**src/rtl/pipe_ifid_queue_if.sv**
```systemverilog
// IF->ID handshake bundle for pipe_ifid_queue.
// The bubble_cnt signal exists only when IFID_BUBBLE_CNT_EN is defined.
interface pipe_ifid_queue_if #(
    parameter int AW = 1
);
    logic        if_valid;
    logic [31:0] if_inst;
    logic [31:0] if_pc4;
    logic        if_ready;
    logic        flush;
    logic        id_ready;
    logic        id_valid;
    logic [31:0] id_inst;
    logic [31:0] id_pc4;
    logic [AW:0] count;
`ifdef IFID_BUBBLE_CNT_EN
    logic [31:0] bubble_cnt;

    modport slave (
        input  if_valid, if_inst, if_pc4, flush, id_ready,
        output if_ready, id_valid, id_inst, id_pc4, count, bubble_cnt
    );

    modport master (
        output if_valid, if_inst, if_pc4, flush, id_ready,
        input  if_ready, id_valid, id_inst, id_pc4, count, bubble_cnt
    );
`else
    modport slave (
        input  if_valid, if_inst, if_pc4, flush, id_ready,
        output if_ready, id_valid, id_inst, id_pc4, count
    );

    modport master (
        output if_valid, if_inst, if_pc4, flush, id_ready,
        input  if_ready, id_valid, id_inst, id_pc4, count
    );
`endif
endinterface

```
**src/rtl/pipe_ifid_queue.sv**
```systemverilog
// IF/ID decoupling queue: buffers {inst, pc4} from fetch and hands them to decode.
// Optional macro IFID_BUBBLE_CNT_EN adds a free-running decode-bubble counter.
module pipe_ifid_queue #(
    parameter int DEPTH = 2,
    parameter int AW    = 1
) (
    input  logic               clk,
    input  logic               rst,
    pipe_ifid_queue_if.slave   bus
);

    localparam logic [AW:0]   CNT_ZERO = (AW+1)'(0);
    localparam logic [AW:0]   CNT_ONE  = (AW+1)'(1);
    localparam logic [AW:0]   CNT_FULL = (AW+1)'(DEPTH);
    localparam logic [AW-1:0] PTR_ZERO = AW'(0);
    localparam logic [AW-1:0] PTR_ONE  = AW'(1);

    typedef enum logic [1:0] {
        OCC_EMPTY   = 2'd0,
        OCC_PARTIAL = 2'd1,
        OCC_FULL    = 2'd2
    } occ_e;

    logic [63:0]   r_mem [DEPTH];
    logic [AW-1:0] r_wp;
    logic [AW-1:0] r_rp;
    logic [AW:0]   r_cnt;

    occ_e          w_occ;
    logic          w_push;
    logic          w_pop;
    logic          w_commit;
    logic [AW:0]   w_cnt_nxt;
    logic [63:0]   w_head;

    // Occupancy class derived from the registered count only, so if_ready never depends on id_ready.
    always_comb begin
        w_occ = OCC_PARTIAL;
        if (r_cnt == CNT_ZERO) begin
            w_occ = OCC_EMPTY;
        end else if (r_cnt == CNT_FULL) begin
            w_occ = OCC_FULL;
        end else begin
            w_occ = OCC_PARTIAL;
        end
    end

    // Handshake qualification; flush and reset suppress any state change this cycle.
    always_comb begin
        w_push   = bus.if_valid & (w_occ != OCC_FULL);
        w_pop    = bus.id_ready & (w_occ != OCC_EMPTY);
        w_commit = ~rst & ~bus.flush;
    end

    // Next occupancy: simultaneous push and pop leave the count unchanged.
    always_comb begin
        w_cnt_nxt = r_cnt;
        case ({w_push, w_pop})
            2'b10:   w_cnt_nxt = r_cnt + CNT_ONE;
            2'b01:   w_cnt_nxt = r_cnt - CNT_ONE;
            default: w_cnt_nxt = r_cnt;
        endcase
    end

    // Pointer and occupancy registers; reset outranks flush.
    always_ff @(posedge clk) begin
        if (rst) begin
            r_wp  <= PTR_ZERO;
            r_rp  <= PTR_ZERO;
            r_cnt <= CNT_ZERO;
        end else if (bus.flush) begin
            r_wp  <= PTR_ZERO;
            r_rp  <= PTR_ZERO;
            r_cnt <= CNT_ZERO;
        end else begin
            r_cnt <= w_cnt_nxt;
            if (w_push) begin
                r_wp <= r_wp + PTR_ONE;
            end else begin
                r_wp <= r_wp;
            end
            if (w_pop) begin
                r_rp <= r_rp + PTR_ONE;
            end else begin
                r_rp <= r_rp;
            end
        end
    end

    // Entry storage; contents are never cleared since empty reads are masked.
    always_ff @(posedge clk) begin
        if (w_push && w_commit) begin
            r_mem[r_wp] <= {bus.if_inst, bus.if_pc4};
        end else begin
            r_mem[r_wp] <= r_mem[r_wp];
        end
    end

    // Head entry presented to decode; an empty queue shows a nop with zero pc4.
    always_comb begin
        w_head = 64'h0;
        if (w_occ == OCC_EMPTY) begin
            w_head = 64'h0;
        end else begin
            w_head = r_mem[r_rp];
        end
    end

    assign bus.if_ready = (w_occ != OCC_FULL);
    assign bus.id_valid = (w_occ != OCC_EMPTY);
    assign bus.id_inst  = w_head[63:32];
    assign bus.id_pc4   = w_head[31:0];
    assign bus.count    = r_cnt;

`ifdef IFID_BUBBLE_CNT_EN
    logic [31:0] r_bubble;

    // Counts cycles where decode was ready but had nothing to take; flush does not clear it.
    always_ff @(posedge clk) begin
        if (rst) begin
            r_bubble <= 32'h0;
        end else if (bus.id_ready && (w_occ == OCC_EMPTY)) begin
            r_bubble <= r_bubble + 32'h1;
        end else begin
            r_bubble <= r_bubble;
        end
    end

    assign bus.bubble_cnt = r_bubble;
`endif

endmodule

```
**src/flat_wrapper.sv**
```systemverilog
// flat-port wrapper written by rule: the top's interface ports become plain ports
module pipe_ifid_queue_flat 
#(
    parameter int DEPTH = 2,
    parameter int AW    = 1
)
  (clk, rst, bus_if_valid, bus_if_inst, bus_if_pc4, bus_flush, bus_id_ready, bus_if_ready, bus_id_valid, bus_id_inst, bus_id_pc4, bus_count);
  pipe_ifid_queue_if #(.AW(AW)) bus_i ();
  input  logic clk;
  input  logic rst;
  input wire logic [$bits(bus_i.if_valid)-1:0] bus_if_valid;
  input wire logic [$bits(bus_i.if_inst)-1:0] bus_if_inst;
  input wire logic [$bits(bus_i.if_pc4)-1:0] bus_if_pc4;
  input wire logic [$bits(bus_i.flush)-1:0] bus_flush;
  input wire logic [$bits(bus_i.id_ready)-1:0] bus_id_ready;
  output wire logic [$bits(bus_i.if_ready)-1:0] bus_if_ready;
  output wire logic [$bits(bus_i.id_valid)-1:0] bus_id_valid;
  output wire logic [$bits(bus_i.id_inst)-1:0] bus_id_inst;
  output wire logic [$bits(bus_i.id_pc4)-1:0] bus_id_pc4;
  output wire logic [$bits(bus_i.count)-1:0] bus_count;
  assign bus_i.if_valid = bus_if_valid;
  assign bus_i.if_inst = bus_if_inst;
  assign bus_i.if_pc4 = bus_if_pc4;
  assign bus_i.flush = bus_flush;
  assign bus_i.id_ready = bus_id_ready;
  assign bus_if_ready = bus_i.if_ready;
  assign bus_id_valid = bus_i.id_valid;
  assign bus_id_inst = bus_i.id_inst;
  assign bus_id_pc4 = bus_i.id_pc4;
  assign bus_count = bus_i.count;
  pipe_ifid_queue #(.DEPTH(DEPTH), .AW(AW)) u_core (.clk(clk), .rst(rst), .bus(bus_i));
endmodule
```
**config.mk**
```make
export PLATFORM = sky130hd
export DESIGN_NAME = pipe_ifid_queue_flat
export DESIGN_NICKNAME = d
export VERILOG_FILES = /design/src/rtl/pipe_ifid_queue_if.sv /design/src/rtl/pipe_ifid_queue.sv /design/src/flat_wrapper.sv
export SDC_FILE = /design/constraint.sdc
export NUM_CORES = 1
export LEC_CHECK = 0
export CORE_AREA = 2 2 104 106
export CTS_BUF_LIST = sky130_fd_sc_hd__clkbuf_4
export DETAILED_ROUTE_END_ITERATION = 10
export DIE_AREA = 0 0 106 108
export HOLD_SLACK_MARGIN = 0.08
export PLACE_DENSITY = 0.78
export SETUP_SLACK_MARGIN = 0.3
export SYNTH_ARGS = -nofsm -noshare
export SYNTH_HDL_FRONTEND = slang
export SYNTH_SLANG_ARGS = --single-unit
```
**constraint.sdc**
```tcl
create_clock -name clk -period 7.9 [get_ports clk]
set_clock_uncertainty 0.05 [all_clocks]
set_input_delay 1.185 -clock clk [delete_from_list [all_inputs] [get_ports clk]]
set_output_delay 1.185 -clock clk [all_outputs]
set_load 0.02 [all_outputs]
```
==> results of run 1 <==
## synth_stat cells
master | instances | area [um^2]
edfxtp_1 | 128 | 3840
nor2_1 | 68 | 255
o21ai_0 | 2 | 10.0
inv_1 | 3 | 11.3
ha_1 | 1 | 12.5
xnor2_1 | 1 | 8.76
or2_2 | 1 | 6.26
a21o_1 | 1 | 7.51
xor2_1 | 2 | 17.5
buf_4 | 6 | 45.0
nand2b_1 | 1 | 6.26
or3_1 | 1 | 6.26
a21oi_1 | 2 | 10.0
nand2_1 | 1 | 3.75
nor3_1 | 2 | 10.0
dfxtp_1 | 5 | 100
clkbuf_1 | 2 | 7.51
mux2i_1 | 64 | 641
nand3_1 | 1 | 5.00
buf_2 | 7 | 35.0
## cell families after synthesis
logic type | share of synthesized area (%)
flops | 78.2
simple gates | 5.81
mux | 12.7
buf+inv | 1.96
compound gates | 0.546
xor+xnor | 0.521
fa+ha+maj | 0.248
## registers in the layout (all words and copies together), names as in the netlist, named ones only
name / cells
u_core.bus.count: 2
u_core.r_wp: 1
u_core.r_rp: 1
u_core.r_mem: 128
## layer usage
metal  GRT usage (%)  vias to the layer above  wire, um
met2            28.9                       84      4920
li1                -                     1391         -
met1            19.0                     1397      3780
met5               0                        -         0
met4            4.98                        0       102
met3            6.99                       12       550
## stage by stage
step	power (uW)	utilization (%)
final	1330	66.2
after global routing	1390	66.2
after CTS	1350	66.2
after detailed placement	956	64.0
after global placement	953	64.0
after floorplan	873	-
## path summary, 6_finish.rpt
path / to / cells past startpoint
setup / recovery: bus_id_pc4[1] / 3
hold / removal: flop / 2
setup reg to reg: u_core.r_mem[1][61] / 4
hold reg to reg: flop / 2
## final cells by class
cell class,instances,area [um^2],share of cell area [%]
Clock buffer,19,143,2.10
Clock inverter,9,90.1,1.33
Inverter,3,11.3,0.166
Multi-Input combinational cell,148,1020,15.0
Sequential cell,133,3950,58.2
Tap cell,136,170,2.51
Timing Repair Buffer,141,1400,20.6
## critical path, delay by kind of cell (launching register included)
family | cells | cell delay [ns]
mux | 1 | 0.19
flops | 1 | 1.06
buf+inv | 1 | 0.63
simple gates | 1 | 0.20
## power by group
part           internal [uW]  switching [uW]
registers                787            7.89
clock network            182             212
logic                   75.4            68.9
total                   1040             289
==> metrics.yaml, run 1 <==
status:
  status: "finished clean"
worst_setup_path:
  cp.required_ns: 6.66
  arrival_ns: 2.64
  critPathKind: "reg -> out"
  reg2reg_slack_ns: 5.88
  cp_max_fo: 64
  setup.worst_path.start_class: "flop"
  max_stage_delay_ns: 1.06
  crit_slowest_cell: "dfxtp_4"
  end_kind: "output port"
  worstPathCellList: "mux2i_1 -> nor2_1 -> clkdlybuf4s50_1"
  timing.rr.start: "u_core.bus.count[0]"
power_and_ir_drop:
  vdd_drop_max_mv: 0.110
  leakagePower_uw: 0.00216
  p_per_area_nw_per_um2: 197
clock_network:
  max-clock-path-buffers: 2
  cts_made_buffers: 17
  cts.clk_slew.worst_paths_ns: 0.09
  cts_resized: 0
  htreeDepth: 4
  cts_setup_buffers: 0
  worstSkewPairLatency_ns: 0.50
  cts.sinks: 133
  cts_root_buf: "clkbuf_4"
  cts_tree: "done"
  cts_hold_buffers: 0
detailed_routing:
  via_per_inst: 4.90
  postRouteWirelength_um: 9350
  drc: 0
  ant_nets: 0
  dr.pass1.iters: 4
  drt-initial-drc-count: 138
  dr_total_vias: 2884
  wire_per_inst_um: 15.9
global_route:
  grt.total_usage_pct: 16.7
  grt-ovfl-total: 0
  grt_max_degree: 66
  grt_pass1_wl_um: 14100
  antenna_found_initial: 0
  first_global_vias: 2972
floorplan:
  design.core.area_um2: 10200
  fp.dieW_um: 106
  ios: 137
  die_h_um: 108
  die_area_um2: 11400
  start_util_pct: 49.3
  rows: 37
yosys:
  synthesis.area_um2: 5040
  ys_seq_area_share_pct: 78.2
  syn_inst: 299
  synthDistinctLibCells: 20
  avgSynthCellArea_um2: 16.9
  syn-num-nets: 369
  synth_seq_cells: 133
  yosysWarningCount: 0
cells_and_area:
  antennaDiodeCount: 0
  drive_gt1_share_pct: 7.51
  filler_cell_count: 747
  final_common_cell: "clkdlybuf4s50_1"
  final_cells: 589
  final_area_um2: 6780
  final_cell_mix: "clkdlybuf4s50_1, edfxtp_1, nor2_1, mux2i_1, clkbuf_4"
  layout.nets: 514
  syn2layout_area_growth_pct: 34.4
timing:
  finalSetupViolCount: 0
  tightest_slew_ns: 1.12
  slew_viol_final: 0
  period_needed_ns: 3.88
  hold_violations: 0
  max_freq_mhz: 258
  setup_ws_ns: 4.02
  relSlewSlack_pct: 25.6
  setup-tns-final_ns: 0
  min_period_over_period_pct: 49.1
  rsz0062_at_grt: "false"
  whs_ns: 0.474
placed_design:
  place_hpwl_um: 5920
  dpl_cell_area_um2: 6550
  finalWeightedCongestion: 0.692
  io_buffers: 136
  place_inst: 561
  place_ws_ns: 4.53
hold_path:
  hold_start: "u_core.r_rp"
  hold_path_class: "reg -> reg"
flow_run:
  maxCapViolations: 0
(Power assumes the default switching activity.)
==> inputs of run 2 (changes only) <==
CORE_AREA = 2 2 109 111   (was 2 2 104 106)
DIE_AREA = 0 0 111 113   (was 0 0 106 108)
PLACE_DENSITY = 0.75   (was 0.78)
clock period = 3.4 ns   (was 7.9 ns; I/O delays follow)
==> run 2 against run 1 <==
Effect of this change: combinational power increased by 140%; global-route usage decreased by 1.8 points; sequential power increased by 130%; flip-flop and latch count unchanged; via count decreased by 0.94%; die area increased by 9.6%; first-iteration DRC count decreased by 2.9%; non-clock buffer count increased by 3; core utilization decreased by 4.7 points; highest routed layer unchanged.
==> metrics.yaml, run 2 (synthesis gave the netlist of run 1 again) <==
status:
  status: "finished clean"
timing:
  setup-tns-final_ns: 0
  slew_viol_final: 0
  period_needed_ns: 2.84
  relSlewSlack_pct: 65.3
  max_freq_mhz: 352
  rsz0062_at_grt: "false"
  tightest_slew_ns: 0.520
  finalSetupViolCount: 0
  hold_violations: 0
  min_period_over_period_pct: 83.6
cells_and_area:
  layout.nets: 517
  filler_cell_count: 886
  final_common_cell: "clkdlybuf4s50_1"
  drive_gt1_share_pct: 9.57
  antennaDiodeCount: 0
  syn2layout_area_growth_pct: 37.7
  final_area_um2: 6940
  post-route-util_pct: 61.6
  largest_register_ffs: 128
  regMostFlops: "u_core.r_mem"
  final_cell_mix: "clkdlybuf4s50_1, edfxtp_1, nor2_1, mux2i_1, clkbuf_4"
clock_network:
  max-clock-path-buffers: 2
  htreeDepth: 4
  cts.sinks: 133
  cts_made_buffers: 17
  cts_root_buf: "clkbuf_4"
  cts_tree: "done"
  worstSkewPairLatency_ns: 0.49
  cts.clk_slew.worst_paths_ns: 0.12
  cts_hold_buffers: 0
floorplan:
  start_util_pct: 44.7
  design.core.area_um2: 11300
  rows: 39
  die_area_um2: 12500
  fp.dieW_um: 111
  ios: 137
  die_h_um: 113
detailed_routing:
  wl_met3_um: 641
  ant_nets: 0
  dr_total_vias: 2857
  route.met2.wl_um: 4590
  dr.max_layer_used: "met4"
  drc: 0
  postRouteWirelength_um: 9250
  drt-initial-drc-count: 134
  dr.pass1.iters: 4
  via_per_inst: 4.74
  met1_length_um: 3970
  wire_per_inst_um: 15.3
hold_path:
  hold_path_class: "reg -> reg"
  hold_end: "u_core.r_rp"
  hold_depth: 2
  hold_start: "u_core.r_rp"
placed_design:
  io_buffers: 136
  place_hpwl_um: 6010
  finalWeightedCongestion: 0.712
  dpl_cell_area_um2: 6610
worst_setup_path:
  end_kind: "output port"
  r2r-end: "u_core.r_mem[0][2]"
  r2r_cells: 4
  cp.required_ns: 2.84
  arrival_ns: 2.28
  cp_num_buf_inv: 2
  max_stage_delay_ns: 0.55
  setup.worst_path.start_class: "flop"
  worstPathCellList: "nor2_4 -> buf_12 -> nor2_1 -> clkdlybuf4s50_1"
  timing.rr.start: "u_core.bus.count[0]"
  cp_max_fo: 44
  critPathKind: "reg -> out"
  crit_slowest_cell: "clkdlybuf4s50_1"
  crit_family: "buffers and inverters"
  reg2reg_slack_ns: 1.38
global_route:
  antenna_found_initial: 0
  first_global_vias: 2864
  grt_pass1_wl_um: 14400
  grt_max_degree: 45
  grt-ovfl-total: 0
  grt.total_usage_pct: 14.9
power_and_ir_drop:
  swShare_pct: 22.8
  vdd_drop_max_mv: 0.243
  p_int_uw: 2530
  power_frac_clock_pct: 33.3
  p_per_area_nw_per_um2: 472
  total_power_uw: 3280
  leakagePower_uw: 0.00221
  switching_power_uw: 747
  power_frac_seq_pct: 56.1
  pwr-share-comb_pct: 10.6
flow_run:
  maxCapViolations: 0
run 2: power groups by stage:
stage                     Clock [uW]  Sequential [uW]  Combinational, uW
after CTS                       1130             1840                348
after global placement             0             1880                341
after floorplan                    0             1880                149
after global routing            1200             1840                370
after detailed placement           0             1880                346
final                           1090             1840                346
run 2: worst max path at each step:
stage | slack [ns] | cells after the start | from | end
after global placement | 1.02 | 4 | flop | bus_id_pc4[27]
after floorplan | -0.63 | 3 | u_core.bus.count[0] | u_core.r_mem[0][0]
after detailed placement | 0.97 | 4 | flop | bus_id_pc4[30]
after CTS | 0.39 | 4 | flop | bus_id_pc4[6]
final | 0.56 | 4 | u_core.bus.count[1] | bus_id_inst[3]
after global routing | 0.38 | 4 | u_core.bus.count[1] | bus_id_pc4[16]
run 2: layout make-up:
class	count	area (um^2)	share of cell area (%)
Multi-Input combinational cell	148	1030	14.8
Tap cell	143	179	2.58
Timing Repair Buffer	144	1460	21.1
Clock buffer	18	135	1.95
Sequential cell	133	3950	56.9
Clock inverter	14	175	2.52
Inverter	3	11.3	0.162
run 2: routing by layer:
layer	track usage [%]	vias to the layer above
met5	0	-
met2	24.4	106
li1	-	1400
met4	5.75	0
met3	5.03	6
met1	18.5	1345
run 2: timing repair:
item / CTS / global route
setup buffers: 0 / 1
setup endpoints to repair: 0 / 1
gates resized for setup: 0 / 0
run 2: through the flow:
step | hold WS (ns) | std cells | setup WS, ns
after detailed placement | 0.449 | 570 | 0.975
after CTS | 0.479 | 602 | 0.390
after global placement | 0.442 | 570 | 1.02
after floorplan | 0.422 | 299 | -0.632
after global routing | 0.475 | 603 | 0.376
final | 0.474 | 603 | 0.556
run 2: worst reg2reg max path: cells and delay by family (launching register included):
| kind | cells | cell delay [ns] |
|---|---|---|
| flip-flops | 1 | 0.49 |
| AND/OR/NAND/NOR | 3 | 0.62 |
| buffers and inverters | 1 | 0.46 |
